==> config.mk <==
export PLATFORM = sky130hd
export DESIGN_NAME = amp_gain_ctrl
export DESIGN_NICKNAME = d
export VERILOG_FILES = /design/src/rtl/amp_pkg.sv /design/src/rtl/amp_sck_gen.sv /design/src/rtl/amp_gain_ctrl.sv
export SDC_FILE = /design/constraint.sdc
export NUM_CORES = 1
export LEC_CHECK = 0
export ABC_AREA = 1
export BUFFER_PORTS_ARGS = -buffer_cell sky130_fd_sc_hd__buf_4
export CORE_ASPECT_RATIO = 1.4
export CORE_MARGIN = 3
export CORE_UTILIZATION = 50
export DETAILED_ROUTE_END_ITERATION = 12
export HOLD_SLACK_MARGIN = 0.05
export PLACE_DENSITY = 0.68
export SLEW_MARGIN = 10
export SYNTH_ARGS = -nofsm -noshare
export SYNTH_HDL_FRONTEND = slang
export SYNTH_HIERARCHICAL = 1
export SYNTH_SLANG_ARGS = --single-unit
==> constraint.sdc <==
create_clock -name CLK50MHZ -period 1.6 [get_ports CLK50MHZ]
set_input_delay 0.08 -clock CLK50MHZ [delete_from_list [all_inputs] [get_ports CLK50MHZ]]
set_output_delay 0.08 -clock CLK50MHZ [all_outputs]
set_load 0.01 [all_outputs]
==> src/rtl/amp_pkg.sv <==
// Shared definitions for the amplifier gain controller: FSM state encoding
// and the frame-width derivation used by the top level for its port widths.
package amp_pkg;

  typedef enum logic [2:0] {
    IDLE  = 3'd0,
    SETUP = 3'd1,
    SHIFT = 3'd2,
    HOLD  = 3'd3,
    DONE  = 3'd4
  } amp_state_e;

  // Total serial frame width: one GAIN_W field per channel, channel 0 in the LSBs.
  function automatic int unsigned frame_w(input int unsigned channels,
                                          input int unsigned gain_w);
    return channels * gain_w;
  endfunction

endpackage

==> src/rtl/amp_sck_gen.sv <==
// SCK timing generator: divides the system clock by CLK_DIV and emits
// alternating registered rise/fall strobes, the first one being a rise.
// Ports:
//   clk_i       system clock
//   rst_ni      asynchronous active-low reset
//   en_i        count enable (SETUP/SHIFT/HOLD)
//   clr_i       synchronous clear of counter and phase (IDLE)
//   rise_tick_o one-cycle strobe: SCK should go high on the next edge
//   fall_tick_o one-cycle strobe: SCK should go low on the next edge
module amp_sck_gen #(
  parameter int unsigned CLK_DIV = 6
) (
  input  logic clk_i,
  input  logic rst_ni,
  input  logic en_i,
  input  logic clr_i,
  output logic rise_tick_o,
  output logic fall_tick_o
);

  localparam int unsigned CNT_W = (CLK_DIV > 1) ? $clog2(CLK_DIV) : 1;

  logic [CNT_W-1:0] cnt_q, cnt_d;
  logic             phase_q, phase_d;
  logic             rise_q, rise_d;
  logic             fall_q, fall_d;

  // Strobe is issued one cycle early so it lands registered on every CLK_DIV-th cycle.
  always_comb begin
    cnt_d   = cnt_q;
    phase_d = phase_q;
    rise_d  = 1'b0;
    fall_d  = 1'b0;
    if (clr_i) begin
      cnt_d   = '0;
      phase_d = 1'b0;
    end else if (en_i) begin
      cnt_d = (cnt_q == CNT_W'(CLK_DIV - 1)) ? '0 : cnt_q + CNT_W'(1);
      if (cnt_q == CNT_W'(CLK_DIV - 2)) begin
        rise_d  = ~phase_q;
        fall_d  = phase_q;
        phase_d = ~phase_q;
      end
    end
  end

  always_ff @(posedge clk_i or negedge rst_ni) begin
    if (!rst_ni) begin
      cnt_q   <= '0;
      phase_q <= 1'b0;
      rise_q  <= 1'b0;
      fall_q  <= 1'b0;
    end else begin
      cnt_q   <= cnt_d;
      phase_q <= phase_d;
      rise_q  <= rise_d;
      fall_q  <= fall_d;
    end
  end

  assign rise_tick_o = rise_q;
  assign fall_tick_o = fall_q;

endmodule

==> src/rtl/amp_gain_ctrl.sv <==
// Programmable-gain amplifier controller: shifts a gain frame out over SPI
// (MSB first), captures the readback on amp_dout, and flags when the readback
// differs from the frame sent in the previous transfer.
// Ports:
//   CLK50MHZ, RST_N   clock, asynchronous active-low reset
//   amp_trig          start request (ignored unless idle)
//   amp_gain          gain word, channel 0 in the LSBs
//   amp_shdn_req      shutdown request, sampled only while idle
//   amp_dout          serial readback from the amplifier
//   spi_sck/spi_mosi  serial clock (idles low) and data
//   amp_cs            chip select, active low
//   amp_shdn          registered shutdown output
//   amp_busy          transfer in progress
//   amp_done          one-cycle completion pulse (decoded from state)
//   amp_rdata         captured readback word
//   amp_verr          readback mismatch against previous frame
module amp_gain_ctrl
  import amp_pkg::*;
#(
  parameter int unsigned CHANNELS = 2,
  parameter int unsigned GAIN_W   = 4,
  parameter int unsigned CLK_DIV  = 6
) (
  input  logic                                  CLK50MHZ,
  input  logic                                  RST_N,
  input  logic                                  amp_trig,
  input  logic [frame_w(CHANNELS, GAIN_W)-1:0]  amp_gain,
  input  logic                                  amp_shdn_req,
  input  logic                                  amp_dout,
  output logic                                  spi_sck,
  output logic                                  spi_mosi,
  output logic                                  amp_cs,
  output logic                                  amp_shdn,
  output logic                                  amp_busy,
  output logic                                  amp_done,
  output logic [frame_w(CHANNELS, GAIN_W)-1:0]  amp_rdata,
  output logic                                  amp_verr
);

  localparam int unsigned FRAME_W = frame_w(CHANNELS, GAIN_W);
  localparam int unsigned BCNT_W  = (FRAME_W > 1) ? $clog2(FRAME_W) : 1;

  amp_state_e         state_q, state_d;
  logic [FRAME_W-1:0] tx_q, tx_d;
  logic [FRAME_W-1:0] rx_q, rx_d;
  logic [FRAME_W-1:0] frame_q, frame_d;
  logic [FRAME_W-1:0] prev_word_q, prev_word_d;
  logic [FRAME_W-1:0] rdata_q, rdata_d;
  logic [BCNT_W-1:0]  bit_cnt_q, bit_cnt_d;
  logic               prev_valid_q, prev_valid_d;
  logic               sck_q, sck_d;
  logic               mosi_q, mosi_d;
  logic               cs_q, cs_d;
  logic               shdn_q, shdn_d;
  logic               busy_q, busy_d;
  logic               verr_q, verr_d;

  logic               sck_en, sck_clr;
  logic               rise_tick, fall_tick;

  // Divider runs only while the frame is active and restarts from zero each frame.
  assign sck_en  = (state_q == SETUP) || (state_q == SHIFT) || (state_q == HOLD);
  assign sck_clr = (state_q == IDLE);

  amp_sck_gen #(
    .CLK_DIV (CLK_DIV)
  ) u_sck_gen (
    .clk_i       (CLK50MHZ),
    .rst_ni      (RST_N),
    .en_i        (sck_en),
    .clr_i       (sck_clr),
    .rise_tick_o (rise_tick),
    .fall_tick_o (fall_tick)
  );

  // Next-state and datapath update.
  always_comb begin
    state_d      = state_q;
    tx_d         = tx_q;
    rx_d         = rx_q;
    frame_d      = frame_q;
    prev_word_d  = prev_word_q;
    prev_valid_d = prev_valid_q;
    rdata_d      = rdata_q;
    bit_cnt_d    = bit_cnt_q;
    sck_d        = sck_q;
    mosi_d       = mosi_q;
    cs_d         = cs_q;
    shdn_d       = shdn_q;
    busy_d       = busy_q;
    verr_d       = verr_q;

    unique case (state_q)
      IDLE: begin
        shdn_d = amp_shdn_req;
        if (amp_trig) begin
          state_d   = SETUP;
          frame_d   = amp_gain;
          tx_d      = amp_gain;
          mosi_d    = amp_gain[FRAME_W-1];
          rx_d      = '0;
          bit_cnt_d = '0;
          cs_d      = 1'b0;
          busy_d    = 1'b1;
        end
      end

      SETUP, SHIFT: begin
        if (rise_tick) begin
          state_d = SHIFT;
          sck_d   = 1'b1;
          rx_d    = (rx_q << 1) | FRAME_W'(amp_dout);
        end else if (fall_tick) begin
          sck_d = 1'b0;
          if (bit_cnt_q == BCNT_W'(FRAME_W - 1)) begin
            state_d = HOLD;
          end else begin
            bit_cnt_d = bit_cnt_q + BCNT_W'(1);
            tx_d      = tx_q << 1;
            mosi_d    = tx_d[FRAME_W-1];
          end
        end
      end

      // The strobe after the last fall closes the frame.
      HOLD: begin
        if (rise_tick) begin
          state_d      = DONE;
          cs_d         = 1'b1;
          busy_d       = 1'b0;
          rdata_d      = rx_q;
          verr_d       = prev_valid_q && (rx_q != prev_word_q);
          prev_word_d  = frame_q;
          prev_valid_d = 1'b1;
        end
      end

      DONE: begin
        state_d = IDLE;
      end

      default: begin
        state_d = IDLE;
      end
    endcase
  end

  always_ff @(posedge CLK50MHZ or negedge RST_N) begin
    if (!RST_N) begin
      state_q      <= IDLE;
      tx_q         <= '0;
      rx_q         <= '0;
      frame_q      <= '0;
      prev_word_q  <= '0;
      prev_valid_q <= 1'b0;
      rdata_q      <= '0;
      bit_cnt_q    <= '0;
      sck_q        <= 1'b0;
      mosi_q       <= 1'b0;
      cs_q         <= 1'b1;
      shdn_q       <= 1'b1;
      busy_q       <= 1'b0;
      verr_q       <= 1'b0;
    end else begin
      state_q      <= state_d;
      tx_q         <= tx_d;
      rx_q         <= rx_d;
      frame_q      <= frame_d;
      prev_word_q  <= prev_word_d;
      prev_valid_q <= prev_valid_d;
      rdata_q      <= rdata_d;
      bit_cnt_q    <= bit_cnt_d;
      sck_q        <= sck_d;
      mosi_q       <= mosi_d;
      cs_q         <= cs_d;
      shdn_q       <= shdn_d;
      busy_q       <= busy_d;
      verr_q       <= verr_d;
    end
  end

  assign spi_sck   = sck_q;
  assign spi_mosi  = mosi_q;
  assign amp_cs    = cs_q;
  assign amp_shdn  = shdn_q;
  assign amp_busy  = busy_q;
  assign amp_done  = (state_q == DONE);
  assign amp_rdata = rdata_q;
  assign amp_verr  = verr_q;

endmodule
## Word-level counts from Yosys, hierarchy flattened

Index checks and enable logic that the tools add are counted.

| storage, ports and cells | value |
|---|---|
| output and inout port bits | 15 |
| word-level logic and storage cells | 100 |
| bits in registers | 58 |
| input bits | 13 |

| cells by class | value |
|---|---|
| mux-type cells | 44 |
| bitwise gates (word level) | 2 |
| reduce and logical (&&, ||, !) cells | 18 |
| equal/unequal tests | 16 |
| $add $sub $neg | 2 |

Operators with widths:

| kind | number |
|---|---|
| $mux W3 | 12 |
| $mux W7 | 4 |
| $mux W1 | 19 |
| $mux W8 | 2 |
| $pmux W8 S2 | 1 |
| $pmux W7 S2 | 1 |
| $eq A3 B3 Y1 const B | 4 |
| $reduce_bool A2 Y1 | 5 |
| $pmux W3 S3 | 1 |
| $ne A8 B8 Y1 | 1 |
| $or A8 B1 Y8 | 1 |
| $reduce_and A2 Y1 | 4 |
| $add A3 B1 Y3 const B | 2 |
| $eq A3 B2 Y1 const B | 2 |
| $ne A2 B1 Y1 const B | 3 |
| $ne A2 B2 Y1 const B | 3 |
| $pmux W1 S2 | 3 |
| $pmux W3 S2 | 1 |
| $reduce_and A3 Y1 | 2 |
| $reduce_and A5 Y1 | 1 |
| $reduce_and A4 Y1 | 1 |
| $eq A3 B1 Y1 const B | 1 |
| $logic_not A3 Y1 | 1 |
| $ne A3 B1 Y1 const B | 1 |
| other kinds (5) | 6 |

## Longest topological paths before layout

Gate-level depths: netlist of run 1.

| logic depth | value |
|---|---|
| depth after elaboration | 5 |
| mapped depth | 9 |

## By module

The synthesis of run 1 kept the hierarchy.

Modules (own cells, without submodules):

| module | cells an instance | sequential area each (sq um) | area each (sq um) | instances |
|---|---|---|---|---|
| amp_gain_ctrl | 291 | 1,303.8 | 2,391.0 | 1 |
| amp_sck_gen | 35 | 150.1 | 274.0 | 1 |

## Worst setup path before layout of run 1

OpenSTA, ideal clock, no wires.

| timing | value |
|---|---|
| path type | flip-flop to flip-flop |
| start | reg bit_cnt_q[0] |
| end | reg mosi_q (netlist: spi_mosi) |
| cell stages (with the launch flop) | 9 |
| data required time | 1.484 ns |
| setup slack | 0.205 ns |
| period minus slack after synthesis | 1.395 ns |
| buffers on the path | 1 |
| arrival time | 1.278 ns |
| cells stage by stage | dfrtp_1 -> ha_1 -> ha_1 -> nand3b_1 -> nand2_1 -> nand2_4 -> buf_6 -> nand2_1 -> nand2_1 |

| between the ends | value |
|---|---|
| cells in the longest elaborated chain, start to end | 3 |

RTL lines:

| item | RTL line | RTL |
|---|---|---|
| from (decl) | amp_gain_ctrl.sv:49 | `logic [BCNT_W-1:0] bit_cnt_q, bit_cnt_d;` |
| from (signal assigned) | amp_gain_ctrl.sv:172 | `bit_cnt_q <= bit_cnt_d;` |
| $eq A3 B3 Y1 | amp_gain_ctrl.sv:115 | `if (bit_cnt_q == BCNT_W'(FRAME_W - 1)) begin` |
| $ne A2 B2 Y1 (no line) | -- |  |
| $reduce_and A5 Y1 (no line) | -- |  |
| to (signal assigned) | amp_gain_ctrl.sv:174 | `mosi_q <= mosi_d;` |
| to (decl) | amp_gain_ctrl.sv:52 | `logic mosi_q, mosi_d;` |

Every way passes these cells.
A chain may end at the register's enable or synchronous reset.

## Worst setup path after layout of run 1

| timing | value |
|---|---|
| start | reg bit_cnt_q[0] |
| end | reg tx_q[1] |

| between the ends | value |
|---|---|
| cells in the longest elaborated chain, start to end | 3 |

RTL lines:

| item | RTL line | RTL |
|---|---|---|
| $eq A3 B3 Y1 | amp_gain_ctrl.sv:115 |  |
| $ne A2 B2 Y1 (no line) | -- |  |
| $reduce_and A5 Y1 (no line) | -- |  |
| to (signal assigned) | amp_gain_ctrl.sv:166 | `tx_q <= tx_d;` |
| to (decl) | amp_gain_ctrl.sv:44 | `logic [FRAME_W-1:0] tx_q, tx_d;` |

Every way passes these cells.

==> metrics list, run 1 <==
* Number of top-level design ports: 28
- Using the TritonRoute via totals, the vias-per-cell ratio works out to 4.742.
- The synthesized netlist devotes 25.92% of its cell area to simple gates.
- Number of DRC violations after detailed routing: 0
- Run status: completed
* Clk_skew: 8.374 ps
- Required @ worst endpoint: 1860 ps
* Final Setup Violations: 0
- Slew of the pin with the lowest slew margin: 719.0 ps
- Number of cells on the worst hold path: 6
* Synth Area in Compound Gates: 9.249%
* Clock power frac: 26.7%
* Critical Path Sink Type: register
* Maxcap violations: 0
* Yosys cell types: 23
- Before CTS, the worst setup slack after placement is 118.2 ps.
- Area enclosed by the die boundary: 6254 um2
- Xor-xnor portion of the synthesized cell area: 0.9859%
- For this block, the routed nets add up to 5.107 mm of wire.
* Syn Std Cell Area: 2665 um2
- The tree is rooted in a sky130_fd_sc_hd__clkbuf_8.
* Share of final-layout standard cells stronger than drive strength 1: 19.31%
* Mapped Avg Cell Area: 8.175 um2
- Initial antenna violation count: 0
* Reported net switching power: 0.001805 W
- Mux share of post-synthesis cell area: 0%
* Fraction of power consumed by sequential logic: 40.8%
* Type of the worst setup path: register to register
- Fillers: 454
- Counting every net in the synthesized netlist gives 341.
- Start point of the critical path: bit_cnt_q[0]
- Total GRT Usage: 18.71%
* Delay of the slowest critical-path stage: 400 ps
* CP cell instances: ha_1 > ha_1 > nand3b_1 > nand2_1 > nand2_4 > inv_4 > nand2_1 > nand2_1
* Worst setup SP type: register
- Of the total synthesized cell area, the portion taken by full adders, half adders and majority gates is 0.9390%.
- By area, the combinational part of the netlist is dominated by simple AND/OR/NAND/NOR gates.
- Share of synthesized registers carrying an async set or reset: 100.0%
- The number of buffers and inverters on the critical path is 1.
- Type of the most critical hold path: input port to register
- Entering global routing, the biggest net connects 59 pins.
- Clock buffers created by TritonCTS: 9
- VDD sags by at most 0.0009236 V.
- The later pin in the worst-skew pair is clocked with a latency of 330 ps.
- Commonest non-fill, non-tap cells in the layout: sky130_fd_sc_hd__nand2_1 (131), sky130_fd_sc_hd__dfrtp_1 (56), sky130_fd_sc_hd__inv_1 (35)
- Total number of nets in the final design: 388
* Combinational power share: 32.5%
* Area of the core: 4992 um2
- FMAX: 688.1 MHz
* Origin of the worst min-delay path: amp_trig
- The number of global-route vias before repair came to 2088.
* Number of synthesized flops with an enable pin: 0
- The share of the Yosys chip area taken by registers is 54.55%.
* Register-to-Register Path Depth: 8
- Across all hold checks on the routed design, the worst slack comes to 260.9 ps.
* Sink Count: 58
- By instance count, the cell type seen most on the critical path is sky130_fd_sc_hd__nand2_1.
* CTS H-tree lvls: 3
* Placed inst area: 2924 um2
- The total count of max-transition violations in the final report came to 0.
- The hold violation count in the final report is 0.
- For this run, the leading register cell type out of synthesis is sky130_fd_sc_hd__dfrtp_1.
- Setup repair after global routing left no endpoint under its margin.
- Delay-heaviest family, CP: simple AND/OR/NAND/NOR gates
* Effective utilization at floorplan: 53.38%
- Die W: 67.70 um
- Synthesis produced a netlist whose cell count is 326.
- Once layout is done, the placed cells without fillers occupy 3233 um2.
- During placement, the flow inserted port buffers numbering 27.
- Cells fill 64.76% of the core in the end.
- Wire length per cell after detailed routing: 11.55 um
- Switching portion of total power: 36.71%
- Most common library cell in the layout ignoring fill and taps: sky130_fd_sc_hd__nand2_1
* Layout-stage area growth over the synthesis result: 21.31%
* Flip-flop and latch count after synthesis: 58
- Power Dens Cells: 1521 nW/um2
- During synthesis, Yosys emitted a total of 6 warnings.
- Internal power comes to 0.003113 W.
* Post-DRT Antenna Nets: 0
- In this run the worst path has a maximum fanout of 14.
- After clock tree synthesis, the clock-pin slew on the worst setup and hold paths is 60 ps.
- The number of antenna diodes in the final layout is 0.
- Router iterations before antenna repair: 4
- Final critical delay including setup and external delays: 1453 ps
* Iteration-0 DRC Markers: 183
* Die height: 92.39 um
* First-pass GRT wire length: 8.845 mm
- Minimum setup slack in the final design: 146.7 ps
- Headroom to the max-slew limit: 52.06%
- Worst flop-to-flop path startpoint: bit_cnt_q[0]
- After layout, the worst path uses 90.83% of the clock period.
- Via count: 2096
- CP arrival: 1720 ps
* TritonCTS clock tree: built
- Number of cells on the critical path: 8
- Detailed placement ended at an HPWL of 3.555 mm.
* Max stage delay cell, worst path: sky130_fd_sc_hd__dfrtp_1
- Count of standard-cell rows: 30
- Routability-driven placement finished with a final weighted congestion of 0.7906.
* Max Buffers Root-to-Sink: 2
- Total negative setup slack: 0 ps
- The analysis attributes to cell leakage a power of 1.712 nW.
* Grt ovf: 0
final timing paths:
kind / slack, ps / to
setup / recovery: 150 / tx_q[1]
hold / removal: 260 / amp_cs
setup reg to reg: 150 / tx_q[1]
hold reg to reg: 450 / prev_valid_q
max in group asynchronous: 770 / tx_q[1]
min in group asynchronous: 340 / amp_verr
cell families after synthesis:
family	after synthesis
xor+xnor	3
buf+inv	50
compound gates	44
simple gates	169
fa+ha+maj	2
flops	58
state kept, by name, summed over array words and instances, names as in the netlist:
name                   cells
amp_shdn                   1
rx_q                       8
bit_cnt_q                  3
spi_mosi                   1
u_sck_gen/rise_tick_o      1
u_sck_gen/fall_tick_o      1
amp_cs                     1
u_sck_gen/cnt_q            3
tx_q                       7
u_sck_gen/phase_q          1
spi_sck                    1
amp_verr                   1
prev_valid_q               1
prev_word_q                8
state_q                    3
amp_busy                   1
amp_rdata                  8
frame_q                    8
per-layer routing:
layer | vias up | global-route usage (%) | wire (um)
met5 | - | 0 | 0
met4 | 0 | 8.629 | 92
met3 | 8 | 4.369 | 141
met2 | 24 | 32.09 | 2626
met1 | 964 | 21.31 | 2246
li1 | 1100 | - | -
cell type report:
type / instances / area, um2 / share of cell area [%]
sequential: 58 / 1454 / 44.97
inverter: 43 / 163.9 / 5.070
clock buffer: 11 / 141.4 / 4.373
multi-input combinational: 218 / 988.4 / 30.57
timing repair buffer: 43 / 350.3 / 10.84
clock inverter: 5 / 55.05 / 1.703
tap: 64 / 80.08 / 2.477
synthesized netlist by cell type (all sizes together), types with 2 or more instances:
| cell type | number | area share (%) |
|---|---|---|
| inv | 42 | 5.9 |
| xnor2 | 3 | 0.99 |
| nand3 | 8 | 1.5 |
| nand2 | 139 | 21 |
| buf | 7 | 2.3 |
| nand4 | 2 | 0.47 |
| dfrtp | 56 | 53 |
| nor3 | 2 | 0.38 |
| o21ai | 43 | 9.1 |
| nor2 | 17 | 2.6 |
| dfstp | 2 | 2.0 |
| ha | 2 | 0.94 |
worst register-to-register path: stages (launching register included):
cell and delay (ps):
sky130_fd_sc_hd__dfrtp_1 400, sky130_fd_sc_hd__ha_1 200, sky130_fd_sc_hd__ha_1 180, sky130_fd_sc_hd__nand3b_1 150, sky130_fd_sc_hd__nand2_1 100, sky130_fd_sc_hd__nand2_4 130
sky130_fd_sc_hd__inv_4 120, sky130_fd_sc_hd__nand2_1 60, sky130_fd_sc_hd__nand2_1 50
what timing repair did:
item / CTS / global route
gates resized for setup: 0 / 1
setup endpoints to repair: 0 / 6
hold buffers: 11 / 0
buffers inserted: 0 / 0
endpoints found under the hold margin: 67 / 0
through the flow:
stage | std cells | power [W]
after global routing | 442 | 0.005290
after global placement | 415 | 0.003575
after detailed placement | 415 | 0.003609
after CTS | 442 | 0.004968
final | 442 | 0.004918
after floorplan | 326 | 0.003207
power by group through the flow:
stage	clock network (W)	logic (W)	registers (W)
final	0.00132	0.00160	0.00200
after global routing	0.00141	0.00184	0.00204
after CTS	0.00135	0.00161	0.00200
after detailed placement	0	0.00158	0.00203
after global placement	0	0.00155	0.00202
after floorplan	0	0.00120	0.00200
(Power assumes the default switching activity.)
==> run 2: changes to the inputs <==
--- a/config.mk
+++ b/config.mk
@@ -11,6 +11,7 @@
 export CORE_MARGIN = 3
 export CORE_UTILIZATION = 50
 export DETAILED_ROUTE_END_ITERATION = 12
+export GPL_TIMING_DRIVEN = 0
 export HOLD_SLACK_MARGIN = 0.05
 export PLACE_DENSITY = 0.68
 export SLEW_MARGIN = 10
==> metrics list, run 2 (synthesis gave the netlist of run 1 again) <==
* Run status: completed (unchanged)
* Total chip power: 0.005120 W (was 0.004918 W)
* First-pass GRT wire length: 9.004 mm (was 8.845 mm)
- Static leakage: 1.731 nW (was 1.712 nW)
* TritonCTS clock tree: built (unchanged)
* Wire length per cell after detailed routing: 11.69 um (was 11.55 um)
- The final period demand of the worst path was 1483 ps (was 1453 ps).
- The final clock period utilization by the worst path is 92.69% (was 90.83%).
- The die extent in y was 92.39 um (unchanged).
- The areal power density over the cells was 1563 nW/um2 (was 1521 nW/um2).
* Layout-stage area growth over the synthesis result: 22.96% (was 21.31%)
- FMAX: 674.3 MHz (was 688.1 MHz)
* Max VDD drop: 0.001029 V (was 0.0009236 V)
- Max Buffers Root-to-Sink: 2 (unchanged)
- The placed wire-length estimate was 3.624 mm (was 3.555 mm).
* Avg Vias per Cell: 4.782 (was 4.742)
* Final core occ: 65.64% (was 64.76%)
* Slew of the pin with the lowest slew margin: 714.1 ps (was 719.0 ps)
- The maximum number of pins on one net before global-route repair is 59 (unchanged).
- The total congestion overflow was 0 (unchanged).
- The start-to-end type of the worst setup path was register to register (unchanged).
* Initial antenna violation count: 0 (unchanged)
- Unrepaired setup endpoints after global routing: no (unchanged)
- The root buffer selected by CTS is sky130_fd_sc_hd__clkbuf_8 (unchanged).
* Summed area of non-filler cells in the final layout: 3277 um2 (was 3233 um2)
- The number of DRC violations after detailed-routing iteration 0 is 134 (was 183).
- Area enclosed by the die boundary: 6254 um2 (unchanged)
- The worst-skew pair later-pin latency came to 350 ps (was 330 ps).
- The clock sink total was 58 (unchanged).
* CP arrival: 1720 ps (about the same)
- Number of top-level design ports: 28 (unchanged)
- Final Setup Violations: 0 (unchanged)
- Effective utilization at floorplan: 53.38% (unchanged)
- The final-layout setup total negative slack is 0 ps (unchanged).
- Die W: 67.70 um (unchanged)
- CTS H-tree lvls: 3 (unchanged)
* Crit Path Max Fanout: 10 (was 14)
- The routability congestion estimate was 0.8342 (was 0.7906).
* Final hold vios: 0 (unchanged)
- Count of pins over their slew limit: 0 (unchanged)
* Area of the core: 4992 um2 (unchanged)
- The startpoint class of the critical path is a register (unchanged).
- Type of the most critical hold path: input port to register (unchanged)
- Number of DRC violations after detailed routing: 0 (unchanged)
- The detailed-route via count was 2128 (was 2096).
- Commonest non-fill, non-tap cells in the layout: sky130_fd_sc_hd__nand2_1 (131), sky130_fd_sc_hd__dfrtp_1 (56), sky130_fd_sc_hd__inv_1 (34) (was sky130_fd_sc_hd__nand2_1 (131), sky130_fd_sc_hd__dfrtp_1 (56), sky130_fd_sc_hd__inv_1 (35))
- The number of nets at the end of the flow was 391 (was 388).
* Combined flip-flop and latch cell area: 1454 um2 (unchanged)
* Most common library cell in the layout ignoring fill and taps: sky130_fd_sc_hd__nand2_1 (unchanged)
- Cell repeated most along the worst path: sky130_fd_sc_hd__nand2_1 (unchanged)
* Number of global-route vias before repair: 2004 (was 2088)
- The multi-input logic area came to 988.4 um2 (unchanged).
* ANT cells: 0 (unchanged)
- The delay of the slowest cell on the worst path was 390 ps (was 400 ps).
- Fin Hold WS: 258.9 ps (was 260.9 ps)
- Required @ worst endpoint: 1830 ps (was 1860 ps)
- Router iterations before antenna repair: 4 (unchanged)
- Clk_skew: 10.96 ps (was 8.374 ps)
- The aggregate global-route resource usage was 19.31% (was 18.71%).
- Clock buffers created by TritonCTS: 9 (unchanged)
- The total placed instance area was 2948 um2 (was 2924 um2).
- The clock input transition at the sequential cells of the worst setup and hold paths was 70 ps (was 60 ps).
- CP cell instances: ha_1 > ha_1 > nand3b_1 > nand2_1 > nand2_4 > buf_6 > nand2_1 > nand2_1 (was ha_1 > ha_1 > nand3b_1 > nand2_1 > nand2_4 > inv_4 > nand2_1 > nand2_1)
- The max-cap check violation count came to 0 (unchanged).
- The standard cell with the maximum stage delay on the critical path was sky130_fd_sc_hd__dfrtp_1 (unchanged).
- Post-DRT Antenna Nets: 0 (unchanged)
* Fillers: 447 (was 454)
* Headroom to the max-slew limit: 52.39% (was 52.06%)
* Total length of routed wires: 5.201 mm (was 5.107 mm)
- The total of buffers placed on input and output ports came to 27 (unchanged).
* Critical Path Sink Type: register (unchanged)
* Share of final-layout standard cells stronger than drive strength 1: 19.95% (was 19.31%)
- The number of rows created at floorplan was 30 (unchanged).
==> run 2: cell count changes in the layout (fill, tap and decap cells not counted), sizes merged <==
cell    change
bufinv      +1
clkinv      -1
buf         +3
==> run 2: final timing paths <==
check	from	to	slack [ps]	depth (start not counted)
worst min-delay path	amp_trig	amp_cs	260	6
max in group asynchronous	RST_N	tx_q[5]	800	2
worst max-delay path	bit_cnt_q[0]	tx_q[4]	120	8
min in group asynchronous	RST_N	amp_verr	330	2
worst max register to register	bit_cnt_q[0]	tx_q[4]	120	8
worst min register to register	prev_valid_q	prev_valid_q	450	2
==> run 2: through the flow <==
step           cells  worst slack, ps
2_1_floorplan    326            205.4
3_3_place_gp     417            116.9
6_report         445            117.0
4_1_cts          444            83.45
3_5_place_dp     417            92.84
5_1_grt          445            9.856
==> run 2: area by class of cell <==
cell class	instances	area share, %
Sequential cell	58	44.37
Clock buffer	11	4.009
Buffer	7	1.871
Inverter	43	4.926
Multi-Input combinational cell	218	30.16
Tap cell	64	2.444
Clock inverter	5	2.444
Timing Repair Buffer	39	9.775
==> run 2: routing by layer <==
layer / part of all wire [%] / vias up / track usage [%]
met5: 0 / - / 0
met4: 2.7 / 0 / 10.83
met3: 3.7 / 9 / 4.005
met2: 50 / 37 / 30.46
met1: 43 / 978 / 23.99
li1: - / 1104 / -
==> run 2: power by group <==
group / internal (W) / total [W] / leakage, nW / switching (W)
clock network: 0.000874 / 0.00146 / 0.0995 / 0.000589
logic: 0.000611 / 0.00167 / 0.862 / 0.00106
registers: 0.00180 / 0.00199 / 0.770 / 0.000188
==> run 2: critical path, delay by kind of cell, from the launching register on <==
| family | cells | cell delay, ps |
|---|---|---|
| AND/OR/NAND/NOR | 5 | 440 |
| flip-flops | 1 | 390 |
| adder cells (fa/ha/maj) | 2 | 390 |
| buffers and inverters | 1 | 140 |
==> run 2: timing repair <==
item,in CTS,in global routing
endpoints found under the setup margin,0,7
gates resized for setup,0,1
buffers inserted,0,1
hold buffers,11,0
endpoints found under the hold margin,71,0
